[src/rtl/lpc_reg_pkg.sv]
// Shared definitions for the LPC/BMC register arbiter: FSM states, register-file
// geometry, the out-of-range read value and the BMC write-protected window.
package lpc_reg_pkg;

   typedef enum logic [1:0] {
      ST_IDLE   = 2'd0,
      ST_ACCESS = 2'd1,
      ST_RESP   = 2'd2
   } arb_state_e;

   localparam int         LPC_REG_NUM  = 32;
   localparam logic [7:0] OOR_RDATA    = 8'hFF;
   localparam logic [7:0] PROT_ADDR_LO = 8'h00;
   localparam logic [7:0] PROT_ADDR_HI = 8'h07;

   // Offset form keeps the lower bound a real comparison even when it is zero.
   function automatic logic addr_in_prot(input logic [7:0] addr);
      logic [7:0] w_ofs;
      w_ofs = addr - PROT_ADDR_LO;
      return (w_ofs <= (PROT_ADDR_HI - PROT_ADDR_LO));
   endfunction

endpackage

[src/rtl/lpc_reg_arb.sv]
// Arbitrates LPC host and BMC accesses onto one register-file port, with a
// starvation guard for the BMC. Optional BMC write protection: LPC_REG_ARB_WRPROT_EN.
//
// state     | meaning
// ST_IDLE   | waiting for a request; grant and latch the winner's payload
// ST_ACCESS | one-cycle register strobe, read data captured at the end
// ST_RESP   | one-cycle Ack to the owner, RData valid
module lpc_reg_arb
   import lpc_reg_pkg::*;
#(
   parameter int         STARVE_LIMIT = 4,
   parameter logic [7:0] ADDR_MAX     = 8'(LPC_REG_NUM - 1)
) (
   input  logic       LpcClock,
   input  logic       PciReset,
   input  logic       LpcReq,
   input  logic       LpcWrite,
   input  logic [7:0] LpcAddr,
   input  logic [7:0] LpcWData,
   output logic       LpcAck,
   output logic [7:0] LpcRData,
   input  logic       BmcReq,
   input  logic       BmcWrite,
   input  logic [7:0] BmcAddr,
   input  logic [7:0] BmcWData,
   output logic       BmcAck,
   output logic       BmcWrErr,
   output logic [7:0] BmcRData,
   output logic [7:0] RegAddr,
   output logic [7:0] RegWData,
   output logic       RegWr,
   output logic       RegRd,
   input  logic [7:0] RegRData,
   output logic       ArbBusy
);

   localparam int            SW         = (STARVE_LIMIT < 1) ? 1 : $clog2(STARVE_LIMIT + 1);
   localparam logic [SW-1:0] STARVE_MAX = SW'(STARVE_LIMIT);

   arb_state_e    r_state;
   logic [SW-1:0] r_starve;
   logic          r_own_bmc;
   logic          r_wr;
   logic [7:0]    r_addr;
   logic [7:0]    r_wdata;
   logic [7:0]    r_lpc_rdata;
   logic [7:0]    r_bmc_rdata;

   logic       w_any_req;
   logic       w_grant_bmc;
   logic       w_in_range;
   logic       w_prot;
   logic       w_access;
   logic       w_resp;
   logic [7:0] w_cap;

   assign w_any_req   = LpcReq | BmcReq;
   assign w_grant_bmc = BmcReq & (~LpcReq | (r_starve == STARVE_MAX));
   assign w_in_range  = (r_addr <= ADDR_MAX);
   assign w_access    = (r_state == ST_ACCESS);
   assign w_resp      = (r_state == ST_RESP);
   assign w_cap       = w_in_range ? RegRData : OOR_RDATA;

`ifdef LPC_REG_ARB_WRPROT_EN
   assign w_prot = r_own_bmc & r_wr & addr_in_prot(r_addr);
`else
   assign w_prot = 1'b0;
`endif

   assign RegAddr  = r_addr;
   assign RegWData = r_wdata;
   assign RegWr    = w_access & r_wr & w_in_range & ~w_prot;
   assign RegRd    = w_access & ~r_wr & w_in_range;
   assign LpcAck   = w_resp & ~r_own_bmc;
   assign BmcAck   = w_resp & r_own_bmc;
   assign BmcWrErr = BmcAck & w_prot;
   assign LpcRData = r_lpc_rdata;
   assign BmcRData = r_bmc_rdata;
   assign ArbBusy  = (r_state != ST_IDLE);

   always_ff @(posedge LpcClock or negedge PciReset) begin
      if (!PciReset) begin
         r_state   <= ST_IDLE;
         r_own_bmc <= 1'b0;
         r_wr      <= 1'b0;
         r_addr    <= 8'h00;
         r_wdata   <= 8'h00;
      end else begin
         case (r_state)
            ST_IDLE: begin
               if (w_any_req) begin
                  r_state   <= ST_ACCESS;
                  r_own_bmc <= w_grant_bmc;
                  r_wr      <= w_grant_bmc ? BmcWrite : LpcWrite;
                  r_addr    <= w_grant_bmc ? BmcAddr  : LpcAddr;
                  r_wdata   <= w_grant_bmc ? BmcWData : LpcWData;
               end
            end
            ST_ACCESS: r_state <= ST_RESP;
            ST_RESP:   r_state <= ST_IDLE;
            default:   r_state <= ST_IDLE;
         endcase
      end
   end

   // Counts LPC wins only while the BMC is actually waiting.
   always_ff @(posedge LpcClock or negedge PciReset) begin
      if (!PciReset) begin
         r_starve <= '0;
      end else if (!BmcReq) begin
         r_starve <= '0;
      end else if (r_state == ST_IDLE && w_any_req) begin
         if (w_grant_bmc) begin
            r_starve <= '0;
         end else if (r_starve != STARVE_MAX) begin
            r_starve <= r_starve + 1'b1;
         end
      end
   end

   always_ff @(posedge LpcClock or negedge PciReset) begin
      if (!PciReset) begin
         r_lpc_rdata <= 8'h00;
         r_bmc_rdata <= 8'h00;
      end else if (w_access) begin
         if (r_own_bmc) begin
            r_bmc_rdata <= w_cap;
         end else begin
            r_lpc_rdata <= w_cap;
         end
      end
   end

endmodule

[config.mk]
export PLATFORM = sky130hd
export DESIGN_NAME = lpc_reg_arb
export DESIGN_NICKNAME = d
export VERILOG_FILES = /design/src/rtl/lpc_reg_pkg.sv /design/src/rtl/lpc_reg_arb.sv
export SDC_FILE = /design/constraint.sdc
export NUM_CORES = 1
export LEC_CHECK = 0
export ABC_CLOCK_PERIOD_IN_PS = 1490
export BUFFER_PORTS_ARGS = -buffer_cell sky130_fd_sc_hd__buf_2
export CELL_PAD_IN_SITES_DETAIL_PLACEMENT = 1
export CELL_PAD_IN_SITES_GLOBAL_PLACEMENT = 2
export CORE_MARGIN = 10
export CORE_UTILIZATION = 25
export CTS_BUF_LIST = sky130_fd_sc_hd__clkbuf_16
export DETAILED_ROUTE_END_ITERATION = 10
export PLACE_DENSITY = 0.76
export SLEW_MARGIN = 30
export SYNTH_ARGS = -nofsm -noshare
export SYNTH_HDL_FRONTEND = slang
export SYNTH_SLANG_ARGS = --single-unit
[constraint.sdc]
create_clock -name LpcClock -period 1.49 [get_ports LpcClock]
set_clock_uncertainty 0.1 [all_clocks]
set_input_delay 0.149 -clock LpcClock [delete_from_list [all_inputs] [get_ports LpcClock]]
set_output_delay 0.149 -clock LpcClock [all_outputs]
set_load 0.1 [all_outputs]
==> out/metrics.yaml, run 1 <==
violations: "setup timing"
synth.distinct_cells: 31
finalHoldViolCount: 0
cp_num_buf_inv: 1
critPathArrivalTime_ns: 1.57
ys_seq_area_frac: 0.499
cp-end-kind: "output port"
rows: 32
holdCritPathClass: "input pin to flop"
die_h_um: 108
grt_usage: 0.111
cts.clk_slew.worst_paths_ns: 0.06
crit_slowest_cell: "dfrtp_4"
fmax_mhz: 549
placed_cells: 386
portBuffers: 82
vias: 1882
cts.sinks: 39
cts_buffers: 5
cap_violations: 0
viasPerCell: 4.62
hpwlAfterDp_mm: 5.06
avgSynthCellArea_um2: 9.92
insertedDiodeCount: 0
drtIter0Drc: 61
first_global_vias: 2105
cp_top_family: "simple AND/OR/NAND/NOR gates"
final_cells: 407
report.final.slew_viol_count: 0
start_util: 0.256
area_delta_synth_final_pct: 66.2
outcome: "complete, but fails checks"
synthesis.area_um2: 1950
grt_pass1_wl_mm: 10.4
cts_tree: "yes"
dieArea_um2: 11800
cp_max_fo: 3
period_share: 1.22
setup_tns_ns: -1.64
drive_gt1_frac: 0.561
fin_nets: 352
synth_top_area_share: 0.499
crit_type: "flop to output port"
synth_warnings: 0
cts_buffer_depth: 2
wirelength_mm: 6.61
antenna_left: 0
detail_route.wl_per_cell_um: 16.2
nFillCells: 852
period_needed_ns: 1.82
fp.dieW_um: 108
gp_congestion: 0.762
yosys.area.top_type: "dfrtp_1"
cts_root_buffer: "clkbuf_16"
worst_slack_ns: -0.330
synthCells: 197
overflow: 0
clkLatencyLatePin_ns: 0.28
drc_errors: 0
num_io_pins: 84
htree_levels: 2
crit_required_ns: 1.24
max_stage_delay_ns: 0.47
grt_max_degree: 22
ys_seq_elements: 39
core_area_um2: 7650
cp-start-kind: "flop"
antenna_found_initial: 0
drtPass1Iterations: 4
synth.area.top_cells: "dfrtp_1 (50%), o221ai_2 (7.7%), nand4_1 (5.4%)"
syn_nets: 245
setup_violations: 24
rsz0062_at_grt: "yes"
crit_chain: "or3_4 -> nor3b_4 -> buf_12"
## cell families (layout without fill, tap and decap cells)
group                      Yosys count  in the layout  synth area share
buffers and inverters               38            146            0.0992
and+or+nand+nor                     77             77             0.210
adders and majority gates            2              2            0.0128
AOI/OAI and AO/OA                   40             40             0.177
other                                1              1           0.00192
DFF                                 39             39             0.499
## state kept, by name, indices dropped and copies added, names as in the netlist
signal,cells
RegWData,8
r_starve,3
r_state,2
r_wr,1
LpcRData,8
RegAddr,8
r_own_bmc,1
BmcRData,8
## Yosys cell counts
master,instances
dfrtp_1,39
inv_1,20
nand3_1,19
nand4_1,17
nor2_1,17
nand2_1,12
o221ai_2,10
o21ai_0,9
a21oi_1,8
o221ai_1,7
buf_2,5
clkbuf_1,5
a21boi_0,3
buf_4,3
buf_6,3
nor3b_1,3
ha_1,2
nor2b_1,2
a21bo_1,1
a21boi_1,1
a22o_1,1
and2_4,1
and3b_1,1
buf_8,1
conb_1,1
inv_2,1
nand3b_1,1
nor3b_4,1
nor4b_1,1
or2_1,1
or3_1,1
## layout make-up
cell class              instances  area, um^2  area share
inverters                      21        87.6      0.0270
repair buffers                117         900       0.277
flip-flops and latches         39         986       0.304
multi-input cells             120         955       0.294
well taps                     102         128      0.0393
clock buffers                   5         125      0.0385
clock inverters                 3        67.6      0.0208
## worst paths after layout
check	from	to	slack (ns)	depth (start not counted)
setup / recovery	RegAddr[7]	RegWr	-0.33	3
hold / removal	BmcWData[7]	RegWData[7]	0.03	3
setup reg to reg	RegAddr[7]	BmcRData[4]	-0.07	5
hold reg to reg	BmcRData[6]	BmcRData[6]	0.38	2
max in group asynchronous	PciReset	RegAddr[5]	0.64	3
min in group asynchronous	PciReset	BmcRData[0]	0.18	2
## layer usage
metal / track usage / part of all wire / vias to the layer above
met2: 0.192 / 0.52 / 52
li1: - / - / 914
met5: 0 / 0 / -
met4: 0.0424 / 0.012 / 0
met3: 0.0369 / 0.066 / 5
met1: 0.125 / 0.40 / 911
## worst register-to-register path: stages, from the launching register on
cell and delay (ns):
dfrtp_4 0.47, or3_4 0.38, buf_4 0.16, buf_12 0.15
nor2_2 0.11, o21ai_0 0.08
## cells in the final DEF, fill, tap and decap left out, types with 2 or more instances in the layout
cell and n:
a21boi_1 3, a21oi_1 8, nand4_1 17, dfrtp_1 33
nor2_4 8, nor2_1 8, o21ai_0 6, nand3_2 4
nor3b_4 4, nand3_1 15, nand2_1 11, clkinvlp_4 2
o21ai_1 3, inv_1 18, bufinv_16 2, nor2b_1 2
buf_6 11, dfrtp_2 5, buf_4 16, buf_12 12
o221ai_2 16, clkbuf_16 6, buf_2 76
## per-stage QoR
stage / hold WS [ns] / worst slack [ns] / util / area (um^2)
2_1_floorplan: -0.247 / -0.799 / - / 2030
3_3_place_gp: -0.0463 / -0.170 / 0.355 / 2710
3_5_place_dp: -0.0359 / -0.187 / 0.355 / 2710
4_1_cts: 0.0253 / -0.369 / 0.393 / 3000
5_1_grt: 0.0492 / -0.358 / 0.425 / 3250
6_report: 0.0334 / -0.330 / 0.425 / 3250
## timing repair
item,in CTS,in global routing
endpoints found under the setup margin,31,38
buffers inserted,7,5
gates cloned,0,1
resized for setup,10,49
endpoints found under the hold margin,39,0
pin swaps,4,16
hold buffers,1,0
Power of run 1 is not shown: default switching activity piles up to over one toggle a cycle in this logic, so the estimate is an artifact.
==> inputs of run 2 (changes only) <==
MAX_ROUTING_LAYER = met4   (was unset)
PLACE_DENSITY = unset   (was 0.76)
PLACE_DENSITY_LB_ADDON = 0.05   (was unset)
==> run 2 against run 1 <==
  * The flow still finishes with violations (setup timing)
  * Final cell count unchanged
  * Setup slack got worse by 0.038 ns
  * Non-clock buffer count unchanged
  * First-iteration DRC count decreased by 36%
  * Via count increased by 0.11%
  * Critical path depth unchanged
  * Die area unchanged
  * Register-to-register slack got worse by 0.03 ns
  * Sequential share of layout area decreased by 0.26 points
  * Maximum frequency decreased by 2.0%
  * Critical path type unchanged
  * Largest cell class is now multi-input combinational cells
==> out/metrics.yaml, run 2 (same netlist as run 1, synthesis figures left out) <==
period_needed_ns: 1.86  # +0.0378 ns
cts_buffers: 5  # unchanged
whs_endpoint: "r_wr"
min_from: "BmcWrite"
crit_required_ns: 1.24  # about the same
wirelength_mm: 6.72  # +1.8%
cp_max_fo: 3  # unchanged
insertedDiodeCount: 0  # unchanged
hpwlAfterDp_mm: 5.10  # +0.84%
critPathArrivalTime_ns: 1.61  # +0.04 ns
period_share: 1.25  # +0.0254
cp-startpoint: "RegAddr[7]"
outcome: "complete, but fails checks"
grt_usage: 0.116  # +0.00450
area_delta_synth_final_pct: 67.6
core_area_um2: 7650  # unchanged
cp-end-kind: "output port"
die_h_um: 108  # unchanged
cts.sinks: 39  # unchanged
r2r_start: "RegAddr[7]"
cts.clk_slew.worst_paths_ns: 0.06  # about the same
mostFrequentLayoutCell: "buf_2"
overflow: 0  # unchanged
drtPass1Iterations: 5  # +1
grt_max_degree: 40  # +82%
drc_errors: 0  # unchanged
holdCritPathClass: "input pin to flop"
dieArea_um2: 11800  # unchanged
crit_type: "flop to output port"
report.final.slew_viol_count: 0  # unchanged
antenna_found_initial: 0  # unchanged
viasPerCell: 4.63  # +0.11%
fp.dieW_um: 108  # unchanged
drtIter0Drc: 39  # -36%
antenna_left: 0  # unchanged
htree_levels: 2  # unchanged
r2r_slack_ns: -0.10  # -0.03 ns
ff2ff_path_depth: 5  # unchanged
first_global_vias: 2070  # -1.7%
grt_pass1_wl_mm: 10.5  # +0.72%
layout_common_cells: "buf_2 (76), dfrtp_1 (33), inv_1 (17), nand4_1 (17)"
detail_route.wl_per_cell_um: 16.5  # +1.8%
vias: 1884  # +0.11%
cp_top_family: "simple AND/OR/NAND/NOR gates"
setup_violations: 22  # -8.3%
cap_violations: 0  # unchanged
fin_hold_ws_ns: 0.0375  # +0.00409 ns
rows: 32  # unchanged
crit_chain: "or3_4 -> nor3b_4 -> buf_12"
cts_tree: "yes"
fmax_mhz: 538  # -2.0%
clkLatencyLatePin_ns: 0.28  # about the same
violations: "setup timing"
finalHoldViolCount: 0  # unchanged
min_path_cells: 3  # unchanged
rsz0062_at_grt: "yes"
cp-start-kind: "flop"
r2r-end: "LpcRData[0]"
gp_congestion: 0.724  # -5.0%
max_stage_delay_ns: 0.47  # about the same
worst_slack_ns: -0.368  # -0.0378 ns
crit_slowest_cell: "dfrtp_4"
drive_gt1_frac: 0.567  # +0.00656
cts_buffer_depth: 2  # unchanged
start_util: 0.256  # unchanged
cp_num_buf_inv: 1  # unchanged
num_io_pins: 84  # unchanged
cts_root_buffer: "clkbuf_16"
portBuffers: 82  # unchanged
fin_nets: 352  # unchanged
[run 2: worst register-to-register path: stages (launching register included)]
cell	delay, ns
dfrtp_4	0.47
or3_4	0.43
buf_4	0.16
buf_12	0.15
nor2_4	0.10
a21oi_1	0.07
[run 2: worst max-delay path by stage]
| stage | end | slack, ns | cells after the start |
|---|---|---|---|
| 3_5_place_dp | RegRd | -0.17 | 3 |
| 6_report | RegRd | -0.37 | 3 |
| 2_1_floorplan | RegRd | -0.80 | 3 |
| 3_3_place_gp | RegRd | -0.16 | 3 |
| 4_1_cts | RegWr | -0.39 | 3 |
| 5_1_grt | RegRd | -0.44 | 3 |
[run 2: cell type report]
| cell class | instances | area [um^2] |
|---|---|---|
| Clock buffer | 5 | 125 |
| Inverter | 21 | 87.6 |
| Multi-Input combinational cell | 120 | 988 |
| Tap cell | 102 | 128 |
| Sequential cell | 39 | 986 |
| Fill cell | 878 | 4370 |
| Timing Repair Buffer | 117 | 917 |
| Clock inverter | 3 | 43.8 |
[run 2: routing by layer]
metal	vias up	part of all wire	global-route usage
met1	913	0.41	0.125
met4	0	0.0057	0.0226
met2	53	0.52	0.206
li1	913	-	-
met5	-	0	-
met3	5	0.059	0.0345
[run 2: stage by stage]
stage | setup TNS [ns] | utilization | instance area, um^2 | worst slack (ns) | instances
after floorplan | -4.06 | - | 2030 | -0.799 | 197
after global placement | -2.24 | 0.356 | 2720 | -0.161 | 387
after detailed placement | -2.83 | 0.356 | 2720 | -0.173 | 387
after CTS | -1.52 | 0.393 | 3000 | -0.386 | 399
after global routing | -4.01 | 0.428 | 3280 | -0.435 | 407
final | -2.27 | 0.428 | 3280 | -0.368 | 407
[run 2: what timing repair did]
item	4_1_cts	5_1_grt
hold buffers	1	0
pin swaps	4	6
cloned	1	1
hold endpoints to repair	39	0
setup endpoints to repair	36	40
gates resized for setup	17	51
buffers inserted	2	7
Power of run 2 is left out for the same reason.
